[src/rtl/alu_share_arb.sv]
// Two-port round-robin arbiter that time-shares one combinational ALU, issuing at most
// one operation per cycle and capturing each result into a per-port valid/ready response slot.
module alu_share_arb #(
    parameter int XLEN  = 32,
    parameter int CNT_W = 16
) (
    input  logic             clk,
    input  logic             rst_n,
    input  logic             i_req0_valid,
    output logic             o_req0_ready,
    input  logic [3:0]       i_req0_op,
    input  logic [XLEN-1:0]  i_req0_a,
    input  logic [XLEN-1:0]  i_req0_b,
    output logic             o_rsp0_valid,
    input  logic             i_rsp0_ready,
    output logic [XLEN-1:0]  o_rsp0_data,
    output logic             o_rsp0_zero,
    input  logic             i_req1_valid,
    output logic             o_req1_ready,
    input  logic [3:0]       i_req1_op,
    input  logic [XLEN-1:0]  i_req1_a,
    input  logic [XLEN-1:0]  i_req1_b,
    output logic             o_rsp1_valid,
    input  logic             i_rsp1_ready,
    output logic [XLEN-1:0]  o_rsp1_data,
    output logic             o_rsp1_zero,
    output logic [3:0]       o_alu_ctrl,
    output logic [XLEN-1:0]  o_alu_src1,
    output logic [XLEN-1:0]  o_alu_src2,
    input  logic [XLEN-1:0]  i_alu_res,
    input  logic             i_alu_zero,
    output logic [CNT_W-1:0] o_issue_cnt
);

    logic [1:0]      w_req_valid;
    logic [1:0]      w_rsp_ready;
    logic [1:0]      w_elig;
    logic [1:0]      w_grant;
    logic [1:0]      r_rsp_valid;
    logic [1:0]      r_rsp_zero;
    logic [XLEN-1:0] r_rsp_data [2];
    logic            r_rr_ptr;
    logic [CNT_W-1:0] r_issue_cnt;

    assign w_req_valid = {i_req1_valid, i_req0_valid};
    assign w_rsp_ready = {i_rsp1_ready, i_rsp0_ready};

    genvar gi;
    generate
        for (gi = 0; gi < 2; gi++) begin : g_port
            // A slot that is draining this cycle can accept a new result on the same edge.
            assign w_elig[gi] = w_req_valid[gi] & (~r_rsp_valid[gi] | w_rsp_ready[gi]);

            always_ff @(posedge clk or negedge rst_n) begin
                if (!rst_n) begin
                    r_rsp_valid[gi] <= 1'b0;
                    r_rsp_data[gi]  <= '0;
                    r_rsp_zero[gi]  <= 1'b0;
                end else if (w_grant[gi]) begin
                    r_rsp_valid[gi] <= 1'b1;
                    r_rsp_data[gi]  <= i_alu_res;
                    r_rsp_zero[gi]  <= i_alu_zero;
                end else if (w_rsp_ready[gi]) begin
                    r_rsp_valid[gi] <= 1'b0;
                end
            end
        end
    endgenerate

    // Pointer names the preferred port; it only matters when both are eligible.
    assign w_grant[0] = rst_n & w_elig[0] & (~w_elig[1] | ~r_rr_ptr);
    assign w_grant[1] = rst_n & w_elig[1] & (~w_elig[0] |  r_rr_ptr);

    always_ff @(posedge clk or negedge rst_n) begin
        if (!rst_n) begin
            r_rr_ptr    <= 1'b0;
            r_issue_cnt <= '0;
        end else begin
            if (w_elig[0] && w_elig[1]) begin
                r_rr_ptr <= ~r_rr_ptr;
            end
            if (|w_grant) begin
                r_issue_cnt <= r_issue_cnt + {{(CNT_W-1){1'b0}}, 1'b1};
            end
        end
    end

    always_comb begin
        o_alu_ctrl = 4'b0000;
        o_alu_src1 = '0;
        o_alu_src2 = '0;
        if (w_grant[0]) begin
            o_alu_ctrl = i_req0_op;
            o_alu_src1 = i_req0_a;
            o_alu_src2 = i_req0_b;
        end else if (w_grant[1]) begin
            o_alu_ctrl = i_req1_op;
            o_alu_src1 = i_req1_a;
            o_alu_src2 = i_req1_b;
        end
    end

    assign o_req0_ready = w_grant[0];
    assign o_req1_ready = w_grant[1];
    assign o_rsp0_valid = r_rsp_valid[0];
    assign o_rsp1_valid = r_rsp_valid[1];
    assign o_rsp0_data  = r_rsp_data[0];
    assign o_rsp1_data  = r_rsp_data[1];
    assign o_rsp0_zero  = r_rsp_zero[0];
    assign o_rsp1_zero  = r_rsp_zero[1];
    assign o_issue_cnt  = r_issue_cnt;

endmodule

[config.mk]
export PLATFORM = sky130hd
export DESIGN_NAME = alu_share_arb
export DESIGN_NICKNAME = d
export VERILOG_FILES = /design/src/rtl/alu_share_arb.sv
export SDC_FILE = /design/constraint.sdc
export NUM_CORES = 1
export LEC_CHECK = 0
export ABC_AREA = 1
export BUFFER_PORTS_ARGS = -buffer_cell sky130_fd_sc_hd__buf_2
export CORE_AREA = 2 2 129 131
export CTS_BUF_LIST = sky130_fd_sc_hd__clkbuf_2
export DETAILED_ROUTE_END_ITERATION = 8
export DIE_AREA = 0 0 131 133
export SYNTH_ARGS = -nofsm -noshare
export SYNTH_HDL_FRONTEND = slang
export SYNTH_SLANG_ARGS = --single-unit
export TNS_END_PERCENT = 50
[constraint.sdc]
create_clock -name clk -period 1.5 [get_ports clk]
set_input_delay 0.075 -clock clk [delete_from_list [all_inputs] [get_ports clk]]
set_output_delay 0.075 -clock clk [all_outputs]
set_load 0.005 [all_outputs]
==> flow_metrics.env <==
export IMPL_gp_congestion=0.808
export IMPL_violations="setup timing"
export IMPL_synth_seq_cells=85
export IMPL_synth_async_reset_ratio_pct=100
export IMPL_drc_errors=0
export IMPL_hpwl_um=12600
export IMPL_fmax_mhz=494
export IMPL_grt_setup_unrepaired="yes"
export IMPL_firstDrtPassIters=4
export IMPL_die_area_sq_mm=0.0174
export IMPL_power_frac_comb_pct=41.9
export IMPL_setup_viol=74
export IMPL_cp_arrival_ns=1.95
export IMPL_nFillCells=1670
export IMPL_final_setup_skew_ns=0.0324
export IMPL_min_path_cells=5
export IMPL_cts_tree="yes"
export IMPL_cp_max_fo=13
export IMPL_finalWorstSetupSlack_ns=-0.525
export IMPL_critPathKind="flop to primary output"
export IMPL_synth_fp_nets=790
export IMPL_synth_ff_type="dfrtp_1"
export IMPL_final_layout_size_suffix_gt1_share_pct=43.1
export IMPL_ant_nets=0
export IMPL_cts_num_sinks=85
export IMPL_start_util_pct=27.4
export IMPL_finalCritPeriodShare_pct=135
export IMPL_viasPerCell=4.24
export IMPL_grt_use_met3_pct=3.88
export IMPL_cellPowerDensity_mw_per_mm2=1120
export IMPL_reg2reg_slack_ns=-0.03
export IMPL_synth_area_top_cells="dfrtp_1 (48%), nand2_1 (27%), o21ai_0 (6.1%)"
export IMPL_maxSlewViolCount=0
export IMPL_clock_power_share_pct=15.5
export IMPL_grt_overflow=0
export IMPL_switching_power_mw=3.10
export IMPL_min_path_type="input port to flop"
export IMPL_slew_headroom_pct=70.6
export IMPL_p_sw_share_pct=37.8
export IMPL_gr_max_usage_layer="met2"
export IMPL_dieHeight_um=133
export IMPL_hold_viol=0
export IMPL_met1_usage_pct=22.2
export IMPL_synthDistinctLibCells=22
export IMPL_timing_rr_end="o_rsp1_data[27]$_DFFE_PN0P_"
export IMPL_grt_use_total_pct=18.0
export IMPL_whs_ns=0.0748
export IMPL_p_seq_share_pct=42.6
export IMPL_area_delta_synth_final_pct=65.5
export IMPL_globalRouteMet2Util_pct=30.7
export IMPL_drv_max_cap_violation_count=0
export IMPL_status="finished with violations"
export IMPL_crit_path_start_kind="flop"
export IMPL_clock_tree_buffer_depth=2
export IMPL_wl_per_cell_um=13.8
export IMPL_syn_avg_cell_area_sq_um=7.23
export IMPL_yosysTopAreaCell="dfrtp_1"
export IMPL_clkLatencyLatePin_ns=0.55
export IMPL_internal_power_mw=5.09
export IMPL_synth_edf_count=0
export IMPL_finalCriticalPeriod_ns=2.03
export IMPL_timing_rr_start="o_rsp1_valid$_DFFE_PN0P_"
export IMPL_r2r_worst_path_cells=11
export IMPL_syn_inst=614
export IMPL_rows=47
export IMPL_fin_util_pct=45.4
export IMPL_antenna_found_initial=2
export IMPL_htreeDepth=3
export IMPL_leakage_nw=4.36
export IMPL_synth_top_area_share_pct=47.9
export IMPL_endpoint_kind="primary output"
export IMPL_wirelength_um=16900
export IMPL_numCtsBuffers=9
export IMPL_cts_clk_slew_worst_paths_ns=0.23
export IMPL_min_to="o_issue_cnt[0]$_DFFE_PN0P_"
export IMPL_nNetsFinal=1174
export IMPL_vias=5188
export IMPL_cts_root_buf="clkbuf_2"
export IMPL_grt_pass1_vias=4833
export IMPL_grt_max_degree=85
export IMPL_grt_pass1_wl_um=24300
export IMPL_cp_required_ns=1.42
export IMPL_yosysSeqAreaShare_pct=47.9
export IMPL_ys_warn_count=0
export IMPL_yosysMostFrequentCell="nand2_1"
export IMPL_ir_drop_v=0.000679
export IMPL_worst_pin_slew_ns=0.441
export IMPL_io_pins=329
export IMPL_io_buffers=328
export IMPL_core_area_sq_mm=0.0162
export IMPL_min_from="rst_n"
export IMPL_synth_commonest_cells="nand2_1 (323), dfrtp_1 (85), inv_1 (54), o21ai_0 (54), o21ai_1 (16)"
export IMPL_netlist_area_sq_mm=0.00444
export IMPL_dr_first_iter_drc_count=225
export IMPL_die_w_um=131
-- critical path: stages (launching register included) --
cell and delay [ns]:
dfrtp_1 0.44, inv_2 0.07, nor2_2 0.04, nor2_4 0.13, nand2_2 0.07, nand2_4 0.10, clkinv_8 0.10, buf_4 0.17
nand2_1 0.07, nand2_1 0.07, buf_2 0.14
-- layout make-up --
| class | count | area, sq um | share of cell area (%) |
|---|---|---|---|
| tap | 220 | 275 | 3.75 |
| sequential | 85 | 2130 | 29.0 |
| clock inverter | 7 | 81.3 | 1.11 |
| timing repair inverter | 1 | 16.3 | 0.222 |
| multi-input combinational | 439 | 1980 | 26.9 |
| inverter | 60 | 250 | 3.41 |
| antenna | 2 | 5.00 | 0.0682 |
| clock buffer | 9 | 45.0 | 0.613 |
| timing repair buffer | 402 | 2560 | 34.9 |
-- registers in the layout (all words and copies together), names as in the netlist --
name,flops
o_rsp0_data,32
o_rsp1_data,32
o_issue_cnt,16
o_rsp0_valid,1
o_rsp0_zero,1
o_rsp1_valid,1
o_rsp1_zero,1
r_rr_ptr,1
-- how the worst max path moves through the flow --
stage | cells past startpoint | endpoint | slack, ns | from
6_report | 10 | o_alu_src1[26] | -0.53 | o_rsp0_valid$_DFFE_PN0P_
5_1_grt | 11 | o_alu_src1[9] | -0.67 | o_rsp0_valid$_DFFE_PN0P_
4_1_cts | 11 | o_alu_src1[26] | -0.54 | o_rsp1_valid$_DFFE_PN0P_
3_5_place_dp | 11 | o_alu_src1[26] | 0.03 | o_rsp0_valid$_DFFE_PN0P_
3_3_place_gp | 11 | o_alu_src1[26] | 0.05 | o_rsp0_valid$_DFFE_PN0P_
2_1_floorplan | 5 | o_issue_cnt[8]$_DFFE_PN0P_ | 0.1 | o_issue_cnt[0]$_DFFE_PN0P_
-- power by group through the flow --
stage                     combinational (mW)  clock [mW]  sequential, mW
final                                   3.43        1.27            3.49
after detailed placement                3.06           0            3.51
after CTS                               3.25        1.33            3.48
after global placement                  3.00           0            3.52
after global routing                    3.84        1.43            3.59
after floorplan                         1.31           0            3.56
-- logic make-up (layout without fill, tap and decap cells) --
| kind of cell | Yosys count | after routing | share of synthesized area (%) |
|---|---|---|---|
| compound gates | 70 | 70 | 7.90 |
| other cells | 0 | 2 | 0 |
| buf+inv | 90 | 479 | 10.1 |
| flops | 85 | 85 | 47.9 |
| xor+xnor | 8 | 8 | 1.58 |
| fa+ha+maj | 1 | 1 | 0.282 |
| simple gates | 360 | 360 | 32.2 |
-- cells in the final DEF, fill, tap and decap left out, types with 2 or more instances in the layout --
cell	count
inv_8	2
dlygate4sd3_1	37
buf_12	5
buf_8	10
diode_2	2
nor2_2	2
inv_1	54
nand3_1	9
nand2_4	4
buf_2	316
o21ai_1	35
buf_4	13
xor2_1	8
nor2_4	2
clkinv_8	3
o21ai_0	35
dfrtp_1	85
buf_6	18
nand2_2	36
clkbuf_16	2
nand2_1	286
nand4_1	6
inv_2	4
nor2_1	11
clkbuf_2	9
-- metal layers --
metal,wire length (um),vias to the layer above
li1,-,2647
met3,1150,18
met1,6920,2335
met5,0,-
met2,8520,188
met4,354,0
-- through the flow --
stage | setup slack [ns] | power (mW) | setup TNS, ns | instances | instance area, sq um
floorplan | 0.0966 | 4.87 | 0 | 614 | 4440
global placement | 0.0534 | 6.52 | 0 | 1156 | 6340
detailed placement | 0.0255 | 6.57 | 0 | 1156 | 6340
CTS | -0.536 | 8.06 | -35.14 | 1216 | 7030
global route | -0.671 | 8.86 | -47.16 | 1224 | 7340
finish | -0.525 | 8.19 | -33.36 | 1225 | 7340
-- what timing repair did --
item,4_1_cts,5_1_grt
pin swaps,13,34
gates resized for setup,41,81
endpoints found under the hold margin,154,0
setup buffers,3,5
hold buffers,39,0
cloned,2,2
endpoints found under the setup margin,70,116
Note: power is estimated with default switching activity, not from simulation.
